## config.mk

```make
export PLATFORM = sky130hd
export DESIGN_NAME = scs8hd_a311oi_bist_ctrl
export DESIGN_NICKNAME = d
export VERILOG_FILES = /design/src/rtl/scs8hd_a311oi_bist_ctrl.sv
export SDC_FILE = /design/constraint.sdc
export NUM_CORES = 1
export LEC_CHECK = 0
export CORE_MARGIN = 1
export CORE_UTILIZATION = 62
export DETAILED_ROUTE_END_ITERATION = 10
export DONT_BUFFER_PORTS = 1
export PLACE_DENSITY = 0.78
export SLEW_MARGIN = 20
export SYNTH_ARGS = -nofsm -noshare
export SYNTH_HDL_FRONTEND = slang
export SYNTH_SLANG_ARGS = --single-unit
```

## constraint.sdc

```tcl
create_clock -name CLK -period 2.7 [get_ports CLK]
set_input_delay 0.135 -clock CLK [delete_from_list [all_inputs] [get_ports CLK]]
set_output_delay 0.135 -clock CLK [all_outputs]
set_load 0.02 [all_outputs]
```

## src/rtl/scs8hd_a311oi_bist_ctrl.sv

```systemverilog
// BIST sequencer for a single a311oi cell: sweeps all 32 input vectors,
// compares Y against !((A1&A2&A3)|B1|C1) and records error count and first failure.
`timescale 1ns/1ps
module scs8hd_a311oi_bist_ctrl #(
  parameter int unsigned SETTLE = 2
) (
  input  logic       CLK,
  input  logic       RESET_B,
  input  logic       START,
  input  logic       ABORT,
  input  logic       Y_CUT,
  output logic       A1,
  output logic       A2,
  output logic       A3,
  output logic       B1,
  output logic       C1,
  output logic       BUSY,
  output logic       DONE,
  output logic       PASS,
  output logic [5:0] ERR_CNT,
  output logic [4:0] FIRST_FAIL,
  output logic       FIRST_FAIL_VLD
);

  typedef enum logic [2:0] {
    S_IDLE,
    S_APPLY,
    S_WAIT,
    S_SAMPLE,
    S_FIN
  } state_t;

  localparam logic [3:0] WAIT_LAST = (SETTLE == 0) ? 4'd0 : 4'(SETTLE - 1);

  state_t      r_state;
  logic [4:0]  r_vec;
  logic [3:0]  r_wait;
  logic [4:0]  r_pins;
  logic        r_busy;
  logic        r_done;
  logic        r_pass;
  logic [5:0]  r_err_cnt;
  logic [4:0]  r_first_fail;
  logic        r_first_vld;

  logic        w_exp;
  logic        w_miss;
  logic [5:0]  w_err_nxt;

  // Golden Y is high only when B1=C1=0 and the A-term is not all ones.
  assign w_exp     = (r_vec[1:0] == 2'b00) && !(r_vec[4] & r_vec[3] & r_vec[2]);
  assign w_miss    = (Y_CUT != w_exp);
  assign w_err_nxt = r_err_cnt + {5'd0, w_miss};

  always_ff @(posedge CLK) begin
    if (!RESET_B) begin
      r_state      <= S_IDLE;
      r_vec        <= '0;
      r_wait       <= '0;
      r_pins       <= '0;
      r_busy       <= 1'b0;
      r_done       <= 1'b0;
      r_pass       <= 1'b0;
      r_err_cnt    <= '0;
      r_first_fail <= '0;
      r_first_vld  <= 1'b0;
    end else if (ABORT && (r_state inside {S_APPLY, S_WAIT, S_SAMPLE})) begin
      // Error count and first-fail capture survive the abort for debug.
      r_state <= S_IDLE;
      r_pins  <= '0;
      r_busy  <= 1'b0;
      r_done  <= 1'b0;
      r_pass  <= 1'b0;
    end else begin
      case (r_state)
        S_IDLE, S_FIN: begin
          if (START) begin
            r_state      <= S_APPLY;
            r_vec        <= '0;
            r_busy       <= 1'b1;
            r_done       <= 1'b0;
            r_pass       <= 1'b0;
            r_err_cnt    <= '0;
            r_first_fail <= '0;
            r_first_vld  <= 1'b0;
          end
        end
        S_APPLY: begin
          r_pins  <= r_vec;
          r_wait  <= '0;
          r_state <= (SETTLE == 0) ? S_SAMPLE : S_WAIT;
        end
        S_WAIT: begin
          if (r_wait == WAIT_LAST) begin
            r_state <= S_SAMPLE;
          end else begin
            r_wait <= r_wait + 4'd1;
          end
        end
        S_SAMPLE: begin
          r_err_cnt <= w_err_nxt;
          if (w_miss && !r_first_vld) begin
            r_first_fail <= r_vec;
            r_first_vld  <= 1'b1;
          end
          if (r_vec == 5'd31) begin
            r_state <= S_FIN;
            r_busy  <= 1'b0;
            r_done  <= 1'b1;
            r_pass  <= (w_err_nxt == '0);
          end else begin
            r_vec   <= r_vec + 5'd1;
            r_state <= S_APPLY;
          end
        end
        default: begin
          r_state <= S_IDLE;
        end
      endcase
    end
  end

  assign {A1, A2, A3, B1, C1} = r_pins;
  assign BUSY           = r_busy;
  assign DONE           = r_done;
  assign PASS           = r_pass;
  assign ERR_CNT        = r_err_cnt;
  assign FIRST_FAIL     = r_first_fail;
  assign FIRST_FAIL_VLD = r_first_vld;

endmodule

```

==> results by group, run 1 <==
Detailed routing
  • Via density per instance: 6.47
  • DRT Pass-1 Iters: 4
  • Vias: 1,547
  • # DRC: 0
  • Routed wire length: 3820 um
  • Antenna violation net count after detailed routing: 0
  • Wire length per cell: 16.0 um
  • Initial DRC count: 60

Global route
  • Total grt overflow: 0
  • Vias in the first global route: 1,394
  • Largest net degree at the start of global routing: 16
  • GRT Total Usage: 0.303
  • Antenna violations before repair: 0
  • First-pass GRT wire length: 6270 um

Final layout
  • Fillers: 194
  • Final core utilization: 0.712
  • Reg area: 641 um2
  • N_diodes: 0
  • Area Growth Syn to Fin: 6.24%
  • Layout cells sized above 1: 0.0909
  • Multi-input gate area: 985 um2
  • Fin nets: 220

Critical path
  • R2R cell count: 10
  • Kind of critical path: reg2reg
  • Worst setup path start: r_vec[0]$_SDFFE_PN0P_
  • Worst r2r src: r_vec[0]$_SDFFE_PN0P_
  • R2R Setup Slk: 260 ps
  • Worst-path fanout max: 6
  • Critical path data arrival time: 2650 ps
  • Critical Path RT: 2910 ps
  • CP Capture Type: flip-flop
  • Setup crit start kind: flip-flop
  • CP endpoint: ERR_CNT[4]$_SDFFE_PN0P_
  • Worst r2r dst: ERR_CNT[4]$_SDFFE_PN0P_

CTS
  • Clock tree root buffer cell: clkbuf_4
  • Cts bufs inserted: 5
  • CTS Sinks: 32
  • Clock tree from TritonCTS: built
  • CTS max path bufs: 2
  • H-tree levels: 2
  • Clock latency on the worst-skew pair: 350 ps
  • Resized Gates After CTS: 0
  • Clk slew on worst S/H paths: 100 ps

Die
  • I/O pins: 25
  • Core Footprint: 2540 um2
  • FP Rows: 18
  • Die area: 2960 um2
  • Initial Utilization: 0.670
  • Die W: 54.4 um
  • Die H: 54.4 um

Power
  • VDD IR max: 0.561 mV
  • Pleak: 0.627 nW
  • Net switching power: 252 uW
  • Sw Share: 0.250
  • Seq pwr share: 0.497
  • Comb power frac: 0.091
  • Internal power: 757 uW
  • Power Density: 557 nW/um2
  • Pwr Total: 1.01 mW
  • Clock share of power: 0.412

Timing
  • Max Slew Vio Count: 0
  • Tmin final: 2440 ps
  • Least-Margin Pin Slew: 715 ps
  • Unrepaired setup endpoints after global routing: no
  • Final Cycle Share: 0.903
  • Slew HR: 0.522
  • Skew final: 7.29 ps
  • Final hold vios: 0
  • F_max: 410 MHz
  • Setup TNS: 0 ps
  • Final setup fails: 0

Run
  • Max Cap Viol: 0

Yosys
  • Post-synth top flop: dfxtp_1
  • Post-synth top area share: 0.376
  • Syn Std Cell Area: 1710 um2
  • Syn Area/Cell: 8.16 um2
  • Syn Inst Count: 209
  • Post-synth top area cell: dfxtp_1
  • Seq/Total Area, Yosys: 0.376
  • Synth Register Bits: 32
  • Synth top area cells: dfxtp_1 38%, a21oi_1 5.6%, nand2_1 5.3%
  • Yosys cell types: 48
  • Async set or reset register ratio after synthesis: 0
  • Yosys warns: 0
  • Syn_nets: 221
  • Post-synth EDFFs: 0

Placed design
  • Detailed Place HPWL: 2580 um
  • Gpl congestion: 0.819
  • # port buffers: 0

Outcome
  • Status: complete, no violations

Worst hold path
  • HP Class: in2reg
==> worst max-delay path, stage by stage, from the launching register on <==
cell and delay, ps:
dfxtp_1 390, inv_1 100, ha_1 210, a21boi_0 360, or2_2 250, ha_1 180, ha_1 230, nand3_1 150
and2_1 200, o21ai_0 150, a21oi_1 80
==> worst min-delay path by stage <==
stage / from / endpoint / slack [ps] / depth (start not counted)
after floorplan: START / r_state[2]$_SDFFE_PP0P_ / 320 / 2
after global placement: RESET_B / r_wait[2]$_SDFFE_PN0P_ / 290 / 2
after global routing: RESET_B / FIRST_FAIL[4]$_SDFFE_PN0P_ / 0.5 / 2
after detailed placement: RESET_B / FIRST_FAIL[2]$_SDFFE_PN0P_ / 300 / 2
final: RESET_B / FIRST_FAIL[4]$_SDFFE_PN0P_ / 10 / 2
after CTS: RESET_B / FIRST_FAIL[4]$_SDFFE_PN0P_ / 10 / 2
==> cell type report <==
type                       count  area share
multi-input combinational    158       0.544
sequential                    32       0.354
clock buffer                   7      0.0359
tap                           30      0.0207
inverter                       9      0.0186
clock inverter                 1      0.0166
timing repair buffer           2      0.0110
==> sequential cells by signal, summed over array words and instances (netlist names) <==
register        cells
r_state             3
FIRST_FAIL_VLD      1
r_vec               5
FIRST_FAIL          5
PASS                1
r_wait              4
ERR_CNT             6
DONE                1
BUSY                1
r_pins              5
==> through the flow <==
stage               instances  setup WS, ps  cell area [um2]  hold WS, ps
finish                    239           261             1810         9.94
global route              239          41.1             1810        0.517
CTS                       239           311             1810         13.2
detailed placement        229           319             1700          295
global placement          229           437             1700          285
floorplan                 209           429             1710          321
==> timing repair <==
item	4_1_cts	5_1_grt
endpoints found under the hold margin	11	0
hold buffers	2	0
buffers inserted	0	0
==> power by group through the flow <==
stage / registers, mW / logic, mW / clock network (mW)
2_1_floorplan: 0.501 / 0.0845 / 0
3_3_place_gp: 0.510 / 0.0830 / 0
3_5_place_dp: 0.511 / 0.0847 / 0
4_1_cts: 0.501 / 0.0896 / 0.422
5_1_grt: 0.503 / 0.101 / 0.442
6_report: 0.501 / 0.0918 / 0.416
==> cells by family (layout without fill, tap and decap cells) <==
| group | Yosys count | after routing | share of synthesized area |
|---|---|---|---|
| muxes | 2 | 2 | 0.0117 |
| AOI/OAI and AO/OA | 55 | 55 | 0.216 |
| and+or+nand+nor | 90 | 90 | 0.278 |
| adders and majority gates | 7 | 7 | 0.0514 |
| xor gates and xnor gates | 4 | 4 | 0.0205 |
| buffers and inverters | 19 | 19 | 0.0470 |
| DFF | 32 | 32 | 0.376 |
==> cell usage after synthesis, drive strengths merged, types with 2 or more instances <==
cell,instances
dfxtp,32
nand2,24
a21oi,19
nand3,17
nor2,17
o21ai,11
inv,9
ha,7
a31oi,6
nor3,6
buf,5
clkbuf,5
o221ai,5
and2,3
nand3b,3
nand4,3
nor3b,3
xor2,3
a22oi,2
mux2i,2
o211ai,2
o21a,2
or2,2
or3,2
or3b,2
==> layout by cell type, fill, tap and decap left out, types with 2 or more instances in the layout <==
cell	count
o21ai_0	9
nand3_1	17
or2_2	2
and2_1	3
o211ai_1	2
or3_1	2
ha_1	7
nor3_1	6
nand4_1	3
dfxtp_1	32
nand2_1	24
o21a_1	2
clkbuf_4	5
clkbuf_8	2
nand3b_1	2
a22oi_1	2
nor2_1	17
o221ai_1	5
nor3b_2	2
dlygate4sd3_1	2
a31oi_1	6
a21oi_1	19
inv_1	9
mux2i_1	2
xor2_1	3
==> per-layer routing <==
metal  share of wire  vias up  routed length (um)  track usage
met5               0        -                   0            0
met3           0.079        7                 303        0.100
li1                -      759                   -            -
met1            0.43      716                1650        0.381
met4           0.015        0                  56        0.128
met2            0.48       65                1820        0.470
Power figures use the tool's default switching activity.
==> run 2, diff against run 1 <==
--- a/config.mk
+++ b/config.mk
@@ -8,6 +8,5 @@
 export CORE_MARGIN = 1
-export CORE_UTILIZATION = 62
+export CORE_UTILIZATION = 28
 export DETAILED_ROUTE_END_ITERATION = 10
 export DONT_BUFFER_PORTS = 1
-export PLACE_DENSITY = 0.78
 export SLEW_MARGIN = 20
==> constraint.sdc (replaced) <==
create_clock -name CLK -period 2.7 [get_ports CLK]
set_input_delay 0.54 -clock CLK [delete_from_list [all_inputs] [get_ports CLK]]
set_output_delay 0.54 -clock CLK [all_outputs]
set_load 0.02 [all_outputs]
==> results by group, run 2 (synthesis gave the netlist of run 1 again) <==
Final layout
  • Max reg flops: 6
  • Fin nets: 219
  • Leading cell type in the layout, fill and taps excluded: dfxtp_1
  • N_diodes: 0
  • Layout cells sized above 1: 0.0865
  • Commonest non-fill, non-tap cells in the layout: 32 x dfxtp_1, 24 x nand2_1, 19 x a21oi_1, 17 x nand3_1, 17 x nor2_1
  • Area Growth Syn to Fin: 8.51%

Global route
  • Vias in the first global route: 1,446
  • Total grt overflow: 0
  • GRT Total Usage: 0.145
  • First-pass GRT wire length: 7090 um
  • Largest net degree at the start of global routing: 21
  • Antenna violations before repair: 0

Power
  • Power Density: 526 nW/um2
  • Pleak: 0.618 nW
  • VDD IR max: 0.144 mV

Critical path
  • Kind of critical path: reg2reg
  • R2R cell count: 9
  • Worst-path fanout max: 6
  • Critical Path RT: 2920 ps
  • R2R Setup Slk: 280 ps
  • Worst r2r src: r_vec[0]$_SDFFE_PN0P_
  • Critical path data arrival time: 2630 ps
  • CP Capture Type: flip-flop
  • Worst setup path start: r_vec[0]$_SDFFE_PN0P_
  • Setup crit start kind: flip-flop
  • Worst r2r dst: PASS$_SDFFE_PP0P_

CTS
  • CTS Hold Bufs: 0
  • Post-CTS setup buffer count: 0
  • CTS max path bufs: 2
  • Cts bufs inserted: 5
  • Clock tree root buffer cell: clkbuf_8
  • CTS Sinks: 32
  • Clk slew on worst S/H paths: 70 ps
  • Resized Gates After CTS: 0
  • H-tree levels: 2
  • Clock latency on the worst-skew pair: 290 ps
  • Clock tree from TritonCTS: built

Worst hold path
  • Worst hold stages: 2
  • Worst Hold Path EP: r_wait[2]$_SDFFE_PN0P_
  • Hold path start: RESET_B
  • HP Class: in2reg

Die
  • Die W: 80.0 um
  • Die area: 6410 um2
  • Core Footprint: 5890 um2
  • Die H: 80.0 um
  • Initial Utilization: 0.290
  • I/O pins: 25
  • FP Rows: 28

Detailed routing
  • Vias: 1,472
  • # DRC: 0
  • DRT Pass-1 Iters: 4
  • Initial DRC count: 155
  • Wire length per cell: 14.4 um
  • Routed wire length: 4080 um
  • Via density per instance: 5.20
  • Antenna violation net count after detailed routing: 0

Placed design
  • Gpl congestion: 0.807
  • Detailed Place HPWL: 2860 um
  • # port buffers: 0
  • Place WS: 331 ps

Timing
  • Final setup fails: 0
  • Tmin final: 2420 ps
  • Least-Margin Pin Slew: 756 ps
  • Final hold vios: 0
  • Final Cycle Share: 0.895
  • Max Slew Vio Count: 0
  • F_max: 414 MHz
  • Skew final: 4.18 ps
  • Slew HR: 0.494
  • Final WS setup: 285 ps
  • Setup TNS: 0 ps
  • Unrepaired setup endpoints after global routing: no

Outcome
  • Status: complete, no violations

Run
  • Max Cap Viol: 0
-- run 2: cell count changes in the layout (fill, tap and decap cells not counted) --
cell           change
buf_4              +1
bufinv_16          -1
clkbuf_1           +2
clkbuf_4           -5
clkbuf_8           +4
dlygate4sd3_1      -2
-- run 2: where the power goes --
part / internal (mW) / total [mW] / switching, mW
clock: 0.208 / 0.386 / 0.178
sequential: 0.480 / 0.501 / 0.0217
combinational: 0.0297 / 0.0868 / 0.0571
-- run 2: critical path: stages (launching register included) --
cell	delay, ps
dfxtp_1	390
inv_1	110
ha_1	220
and3b_1	200
or2_2	340
ha_1	220
ha_1	300
nor4_1	310
nand4_1	120
o21ai_0	140
-- run 2: routing by layer --
metal  wire length [um]  track usage  vias up  part of all wire
li1                   -            -      749                 -
met1               1940        0.184      685              0.48
met2               1780        0.215       29              0.44
met3                285       0.0526        9             0.070
met4                 72       0.0661        0             0.018
met5                  0            0        -                 0
-- run 2: through the flow --
| stage | area (um2) | utilization | hold slack (ps) | std cells | total power, mW |
|---|---|---|---|---|---|
| 4_1_cts | 1850 | 0.314 | 399 | 283 | 0.986 |
| 6_report | 1850 | 0.314 | 409 | 283 | 0.974 |
| 3_5_place_dp | 1760 | 0.299 | 497 | 275 | 0.599 |
| 2_1_floorplan | 1710 | - | 462 | 209 | 0.586 |
| 5_1_grt | 1850 | 0.314 | 410 | 283 | 1.02 |
| 3_3_place_gp | 1760 | 0.299 | 497 | 275 | 0.599 |
-- run 2: final cells by class --
cell class | count | area, um2
Sequential cell | 32 | 641
Tap cell | 75 | 93.8
Multi-Input combinational cell | 158 | 985
Inverter | 9 | 33.8
Timing Repair Buffer | 1 | 7.51
Fill cell | 637 | 4040
Clock buffer | 8 | 90.1
-- run 2: worst max path at each step --
stage | endpoint | slack (ps) | cells after the start
2_1_floorplan | ERR_CNT[4]$_SDFFE_PN0P_ | 430 | 11
3_3_place_gp | PASS$_SDFFE_PP0P_ | 410 | 9
3_5_place_dp | PASS$_SDFFE_PP0P_ | 330 | 9
4_1_cts | PASS$_SDFFE_PP0P_ | 290 | 9
5_1_grt | PASS$_SDFFE_PP0P_ | 110 | 9
6_report | PASS$_SDFFE_PP0P_ | 280 | 9
==> run 3, diff against run 2 <==
Clock period 2.7 ns to 2.1 ns, I/O delays scaled along.
==> results by group, run 3 (synthesis gave the netlist of run 1 again) <==
Critical path
  • Critical Path RT: 2320 ps
  • CP Capture Type: flip-flop
  • R2R cell count: 9
  • Setup crit start kind: flip-flop
  • Critical path data arrival time: 2220 ps
  • Worst-path fanout max: 5
  • Kind of critical path: reg2reg

Detailed routing
  • M1 WL: 2070 um
  • # DRC: 0
  • Initial DRC count: 67
  • Routed wire length: 4280 um
  • Via density per instance: 5.10
  • Metal3 WL: 200 um
  • Antenna violation net count after detailed routing: 0
  • Vias: 1,498
  • DR WL met2: 1960 um
  • Uppermost layer routed: met4
  • DRT Pass-1 Iters: 4
  • Wire length per cell: 14.5 um

Power
  • Seq pwr share: 0.455
  • VDD IR max: 0.363 mV
  • Pleak: 0.692 nW
  • Net switching power: 336 uW
  • Clock share of power: 0.458
  • Power Density: 707 nW/um2
  • Comb power frac: 0.087
  • Internal power: 1.08 mW
  • Sw Share: 0.237

Final layout
  • Multi-input gate area: 1020 um2
  • N_diodes: 0
  • Reg area: 643 um2
  • Commonest non-fill, non-tap cells in the layout: 30 x dfxtp_1, 24 x nand2_1, 19 x a21oi_1, 17 x nand3_1, 17 x nor2_1
  • Area Growth Syn to Fin: 17.6%
  • Layout cells sized above 1: 0.169
  • Fin nets: 230
  • Max reg flops: 6
  • Post-route insts no fill: 294
  • Fillers: 643
  • Leading cell type in the layout, fill and taps excluded: dfxtp_1

Global route
  • First-pass GRT wire length: 7110 um
  • Total grt overflow: 0
  • Largest net degree at the start of global routing: 21
  • Antenna violations before repair: 0
  • GRT Total Usage: 0.146
  • Vias in the first global route: 1,395

Die
  • Die area: 6410 um2
  • Core Footprint: 5890 um2
  • Die H: 80.0 um
  • Die W: 80.0 um
  • Initial Utilization: 0.290
  • FP Rows: 28
  • I/O pins: 25

CTS
  • Cts bufs inserted: 5
  • CTS Sinks: 32
  • Clock tree from TritonCTS: built
  • H-tree levels: 2
  • Clock tree root buffer cell: clkbuf_8
  • CTS max path bufs: 2
  • Clk slew on worst S/H paths: 70 ps
  • Clock latency on the worst-skew pair: 280 ps
  • Post-CTS setup buffer count: 0

Placed design
  • Detailed Place HPWL: 3020 um
  • Gpl congestion: 0.834
  • Place WS: 27.0 ps
  • Dpl cells: 286
  • # port buffers: 0

Run
  • Max Cap Viol: 0

Timing
  • Tmin final: 2000 ps
  • Final hold vios: 0
  • F_max: 499 MHz
  • Skew final: 5.91 ps
  • Max Slew Vio Count: 0
  • Hold WS: 285 ps
  • Setup TNS: 0 ps
  • Final WS setup: 95.9 ps
  • Final Cycle Share: 0.954
  • Least-Margin Pin Slew: 562 ps
  • Slew HR: 0.625
  • Final setup fails: 0

Worst hold path
  • Worst hold stages: 2
  • HP Class: in2reg

Outcome
  • Status: complete, no violations
-- run 3: layer usage --
layer / global-route usage / up-vias
met5: 0 / -
met1: 0.190 / 691
met4: 0.0482 / 0
li1: - / 777
met3: 0.0423 / 5
met2: 0.228 / 25
-- run 3: per-stage QoR --
| stage | total power [mW] | instance area [um2] | util |
|---|---|---|---|
| CTS | 1.43 | 2000 | 0.339 |
| detailed placement | 0.779 | 1870 | 0.318 |
| global placement | 0.778 | 1870 | 0.318 |
| floorplan | 0.757 | 1740 | - |
| finish | 1.42 | 2010 | 0.341 |
| global route | 1.48 | 2010 | 0.341 |
-- run 3: final timing paths --
| kind | start | end | slack (ps) |
|---|---|---|---|
| max | r_vec[0]$_SDFFE_PN0P_ | PASS$_SDFFE_PP0P_ | 100 |
| min | RESET_B | FIRST_FAIL[0]$_SDFFE_PN0P_ | 290 |
| max reg2reg | r_vec[0]$_SDFFE_PN0P_ | PASS$_SDFFE_PP0P_ | 100 |
| min reg2reg | r_wait[3]$_SDFFE_PN0P_ | r_wait[3]$_SDFFE_PN0P_ | 510 |
-- run 3: repair_timing --
action,in CTS,in global routing
hold buffers,0,0
endpoints found under the hold margin,0,0
setup endpoints to repair,0,1
resized for setup,0,2
-- run 3: layout make-up --
class,instances,share of cell area
multi-input combinational,158,0.508
sequential,32,0.321
clock buffer,7,0.0480
tap,75,0.0468
timing repair buffer,12,0.0449
inverter,9,0.0168
clock inverter,1,0.0150
-- run 3: power by group through the flow --
stage	combinational (mW)	clock [mW]	sequential, mW
after global placement	0.120	0	0.658
after floorplan	0.112	0	0.645
after detailed placement	0.121	0	0.658
after global routing	0.136	0.699	0.646
final	0.123	0.649	0.645
after CTS	0.121	0.667	0.645
-- run 3: worst max-delay path, stage by stage (launching register included) --
cell      delay (ps)
dfxtp_2          340
inv_2             40
ha_1             190
a21boi_1         190
or2_4            180
ha_4             140
nand3_1          190
o21a_1           250
or2_2            290
o21ai_1          130
